==> src/rtl/par_serializer.sv <==
// par_serializer: LSB-first word serializer with an optional even-parity trailer.
// Feeds the serial parity generator; sof/eof mark frame boundaries downstream.
module par_serializer #(
    parameter int WIDTH         = 8,
    parameter bit APPEND_PARITY = 1'b1
) (
    input  logic             clk,
    input  logic             rst_n,
    input  logic [WIDTH-1:0] din,
    input  logic             din_valid,
    output logic             din_ready,
    output logic             x,
    output logic             x_valid,
    output logic             sof,
    output logic             eof,
    output logic             busy
);
    localparam int FL = WIDTH + (APPEND_PARITY ? 1 : 0);
    localparam int CW = $clog2(FL + 1);
    localparam logic [CW-1:0] LAST_DATA = CW'(WIDTH - 1);
    localparam logic [CW-1:0] PRE_LAST  = CW'(WIDTH - 2);

    typedef enum logic [1:0] {
        IDLE,
        SHIFT,
        PAR
    } state_t;

    state_t           state;
    state_t           state_n;
    logic [WIDTH-1:0] shreg;
    logic [WIDTH-1:0] shreg_n;
    logic [CW-1:0]    cnt;
    logic [CW-1:0]    cnt_n;
    logic             par;
    logic             par_n;
    logic             x_n;
    logic             x_valid_n;
    logic             sof_n;
    logic             eof_n;
    logic             busy_n;
    logic             accept;
    logic             last_data;

    // Ready when idle or while the final bit of a frame is on x,
    // which lets frames run back-to-back with no gap.
    assign din_ready = rst_n && ((state == IDLE) || eof);
    assign accept    = din_valid && din_ready;
    assign last_data = (state == SHIFT) && (cnt == LAST_DATA);

    always_ff @(posedge clk) begin
        if (!rst_n) begin
            state   <= IDLE;
            shreg   <= '0;
            cnt     <= '0;
            par     <= 1'b0;
            x       <= 1'b0;
            x_valid <= 1'b0;
            sof     <= 1'b0;
            eof     <= 1'b0;
            busy    <= 1'b0;
        end else begin
            state   <= state_n;
            shreg   <= shreg_n;
            cnt     <= cnt_n;
            par     <= par_n;
            x       <= x_n;
            x_valid <= x_valid_n;
            sof     <= sof_n;
            eof     <= eof_n;
            busy    <= busy_n;
        end
    end

    always_comb begin
        state_n = state;
        if (accept) begin
            state_n = SHIFT;
        end else begin
            case (state)
                IDLE:    state_n = IDLE;
                SHIFT:   if (last_data) state_n = APPEND_PARITY ? PAR : IDLE;
                PAR:     state_n = IDLE;
                default: state_n = IDLE;
            endcase
        end
    end

    // cnt tracks the index of the bit currently on x.
    always_comb begin
        shreg_n   = '0;
        cnt_n     = '0;
        par_n     = 1'b0;
        x_n       = 1'b0;
        x_valid_n = 1'b0;
        sof_n     = 1'b0;
        eof_n     = 1'b0;
        busy_n    = 1'b0;
        if (accept) begin
            shreg_n   = din >> 1;
            par_n     = ^din;
            x_n       = din[0];
            x_valid_n = 1'b1;
            sof_n     = 1'b1;
            busy_n    = 1'b1;
            eof_n     = (FL == 1);
        end else if ((state == SHIFT) && !last_data) begin
            shreg_n   = shreg >> 1;
            cnt_n     = cnt + 1'b1;
            par_n     = par;
            x_n       = shreg[0];
            x_valid_n = 1'b1;
            busy_n    = 1'b1;
            eof_n     = !APPEND_PARITY && (cnt == PRE_LAST);
        end else if (last_data && APPEND_PARITY) begin
            cnt_n     = cnt + 1'b1;
            x_n       = par;
            x_valid_n = 1'b1;
            eof_n     = 1'b1;
            busy_n    = 1'b1;
        end
    end
endmodule

==> config.mk <==
export PLATFORM = sky130hd
export DESIGN_NAME = par_serializer
export DESIGN_NICKNAME = d
export VERILOG_FILES = /design/src/rtl/par_serializer.sv
export SDC_FILE = /design/constraint.sdc
export NUM_CORES = 1
export LEC_CHECK = 0
export CORE_AREA = 2 2 46 48
export CTS_CLUSTER_SIZE = 12
export DETAILED_ROUTE_END_ITERATION = 10
export DIE_AREA = 0 0 48 50
export GPL_TIMING_DRIVEN = 1
export PLACE_DENSITY = 0.73
export REMOVE_ABC_BUFFERS = 1
export SLEW_MARGIN = 20
export SYNTH_ARGS = -nofsm -noshare
export SYNTH_HDL_FRONTEND = slang
export SYNTH_SLANG_ARGS = --single-unit
==> constraint.sdc <==
create_clock -name clk -period 3.8 [get_ports clk]
set_clock_uncertainty 0.1 [all_clocks]
set_input_delay 1.14 -clock clk [delete_from_list [all_inputs] [get_ports clk]]
set_output_delay 1.14 -clock clk [all_outputs]
set_load 0.02 [all_outputs]
### Word level (Yosys, flattened, before mapping)

Index checks and enable logic that the tools add are counted.

* $add $sub $neg: 1
* mux-type cells: 16
* eq/ne operators: 4
* reduce and logical (&&, ||, !) cells: 11
* bitwise operators: 2

Operator list (count)
* 2-to-1 mux 7 bit: 2
* 2-to-1 mux 1 bit: 12
* 2-to-1 mux 4 bit: 2
* XOR reduction 8 bit: 1
* OR reduction 3 bit: 2
* adder 4 x 1 -> 4 bit (second input constant): 1
* equality test 4 x 3 -> 1 bit (second input constant): 1
* logical AND 1 bit: 4
* inequality test 3 bit (second input constant): 1
* equality test 2 x 1 -> 1 bit (second input constant): 1
* logical NOT 2 bit: 1
* inequality test 2 bit (second input constant): 1
* NOT 1 bit: 2
* OR reduction 2 bit: 1
* logical NOT 1 bit: 1
* logical OR 1 bit: 1

* word-level logic and storage cells: 44
* input bits: 11
* output and inout port bits: 6
* flip-flop bits (word level): 19

### Depth between registers and ports, before layout

* depth after elaboration: 6
* mapped depth: 6
* mapped depth without buffers: 5

### Worst setup path after synthesis

No wires, ideal clock.

* kind: input-to-output
* start point: input rst_n
* end point: output din_ready
* path buffers: 0
* arrival time: 1350 ps
* required time: 2560 ps
* cell stages on the path: 1
* slack: 1210 ps
* cell sequence: and2_1

* longest elaborated chain between the ends: 1

Ends and longest elaborated chain
* start, declared: RTL line 8 `input logic rst_n,`
* logical AND 1 bit: RTL line 47 `assign din_ready = rst_n && ((state == IDLE) || eof);`
* end, declared: RTL line 11 `output logic din_ready,`

Every way passes these cells.

### Final worst setup path

Ends and elaborated chain as after synthesis.

==> results.md <==
- Status: finished, final reports clean
- RSZ-0062 raised after global routing: false
- Post-CTS Setup Bufs: 0
- Power Internal: 0.268 mW
- Final setup TNS: 0 ps
- Clock sinks: 18
- Clock slew at reported path FFs: ~90 ps
- CTS hold repair buffers: 0
- Max-Cap Viols: 0
- Yosys warning total: 0
- Die footprint: 2400 um2
- Sequential area share after synthesis: 50.3%
- Initial antenna violation count: 0
- Peak supply drop: 0.163 mV
- Synthesized area: about 720 um2
- Placed instance area: 895 um2
- Tmin final: between 3000 and 4000 ps
- Main synth FF type: dfxtp_1
- Worst skew pair latency: 280 ps
- # DRC: 0
- Period utilisation layout: 93.7%
- PD cells: 385 nW/um2
- Vias in the first global route: 533
- DR vias/cell: 4.55
- Setup WS post-layout: between 200 and 250 ps
- DP Worst Slack: approximately 240 ps
- Fin cells: approximately 120
- Cells after DPL: 115
- Post-synth top area share: 50.3%
- Root Driver: clkbuf_4
- Ranking of synthesized cells by area: dfxtp_1, xnor2_1, nand3_1
- # resized after CTS: 0
- Bufs on Longest Clock Path: 2
- FFs w/ async S/R, synth: 0%
- Largest net degree at the start of global routing: 13
- Most frequent cell after synthesis: dfxtp_1
- WP data required: 2560 ps
- Starting Density: 37.7%
- Combinational power share: between 15 and 20%
- Crit path max fanout: 2
- P&R area growth vs syn: 27.9%
- Site Rows: 16
- Reg power frac: 56.9%
- Worst Tran Pin Value: 428 ps
- WL final: around 1200 um
- Syn_area_per_cell: 9.69 um2
- RePlAce Congestion: 0.734
- H-tree depth: 1
- Total CTS buffers: 3
- Total power: 0.353 mW
- Critical Path AT: 2320 ps
- Final Cell Area: 917 um2
- Buffers on Ports: 16
- Cell count after synthesis: 74
- Post-layout util: 48.2%
- CTS tree: done
- Gr usage total: 12.5%
- Final Max Slew Viols: 0
- First-pass GRT wire length: 2060 um
- Clock power frac: between 20% and 30%
- Post-synth top cells: dfxtp_1, nand2_1, nand3_1, xnor2_1, nor2_1
- Critical path endpoint category: output pin
- Hold Path Class: register to register
- # IOs: 17
- Setup CP Type: primary input to output pin
- Routed length per instance: just over 10 um
- Relative slew slack: between 70% and 80%
- Net switching power: 0.0857 mW
- Layout cell share with drive strength beyond 1: 5.49%
- Final Hold Vio Count: 0
- Router iterations before antenna repair: 3
- Final ANT Viol Nets: 0
- WHS: about 350 ps
- Die Width: around 48 um
- Post-synth EDFFs: 0
- Leak Pwr: 0.337 nW
- Switching share of power: 24.2%
- Global route total overflow: 0
- Area leader, netlist: dfxtp_1
- First-iteration detailed-routing DRC count: 8
- # diodes: 0
- Die Y-Extent: 50 um
- Placeable Area: 1900 um2
- Seq cells post-synth: 18
- Final setup fails: 0
- Startpoint types: primary input
- Vias: 537
- Final #Nets: 105
- Achievable frequency: 281 MHz
- Cell variety after synth: 24
layout make-up:
class                           instances  area (um2)
Fill cell                             190         985
Sequential cell                        18         360
Tap cell                               27        33.8
Multi-Input combinational cell         51         325
Clock buffer                            3        22.5
Inverter                                2        7.51
Timing Repair Buffer                   17         168
flip-flops by register name, summed over array words and instances, names as in the netlist:
signal / count
x: 1
shreg: 7
sof: 1
eof: 1
cnt: 4
busy: 1
state: 2
par: 1
critical path, stage by stage:
cell	delay [ps]
clkdlybuf4s50_1	470
and2_1	120
clkdlybuf4s50_1	590
power by group through the flow:
stage | combinational [mW] | clock (mW) | sequential, mW
2_1_floorplan | 0.0302 | 0 | 0.210
3_3_place_gp | 0.0624 | 0 | 0.205
3_5_place_dp | 0.0628 | 0 | 0.206
4_1_cts | 0.0635 | 0.0942 | 0.201
5_1_grt | 0.0688 | 0.101 | 0.202
6_report | 0.0625 | 0.0898 | 0.201
final timing paths:
| check | depth (start not counted) | startpoint | endpoint | slack (ps) |
|---|---|---|---|---|
| hold reg to reg | 2 | shreg[5]$_SDFF_PN0_ | shreg[4]$_SDFF_PN0_ | 350 |
| setup / recovery | 3 | rst_n | din_ready | 240 |
| hold / removal | 2 | shreg[5]$_SDFF_PN0_ | shreg[4]$_SDFF_PN0_ | 350 |
| setup reg to reg | 5 | cnt[0]$_SDFF_PP0_ | shreg[0]$_SDFF_PN0_ | 2190 |
cells in the final DEF (no fill, tap or decap):
cell type,count
dfxtp_1,18
clkdlybuf4s50_1,16
nand2_1,9
nand3_1,8
xnor2_1,8
nor2_1,5
a21boi_1,4
o21ai_0,3
clkbuf_4,3
and2_1,2
nor2b_1,2
o21bai_1,1
inv_1,1
nand3b_1,1
a21o_1,1
clkinv_1,1
and3b_1,1
mux2i_1,1
xor2_1,1
nor3b_4,1
nand4_1,1
o21ai_1,1
ha_1,1
buf_4,1
per-layer routing:
metal	global-route usage [%]	vias up	wire, um
met5	0	-	0
li1	-	277	-
met4	10.8	0	38
met1	15.1	245	563
met3	2.20	4	36
met2	18.0	11	578
kinds of logic (layout without fill, tap and decap cells):
kind of cell               after synthesis  after routing  synth area share, %
AOI/OAI and AO/OA                       10             10                 9.07
xor gates and xnor gates                 9              9                 11.0
adders and majority gates                1              1                 1.74
buffers and inverters                    5             22                 4.36
DFF                                     18             18                 50.3
muxes                                    1              1                 1.40
and+or+nand+nor                         30             30                 22.2
Note: power is estimated with default switching activity, not from simulation.
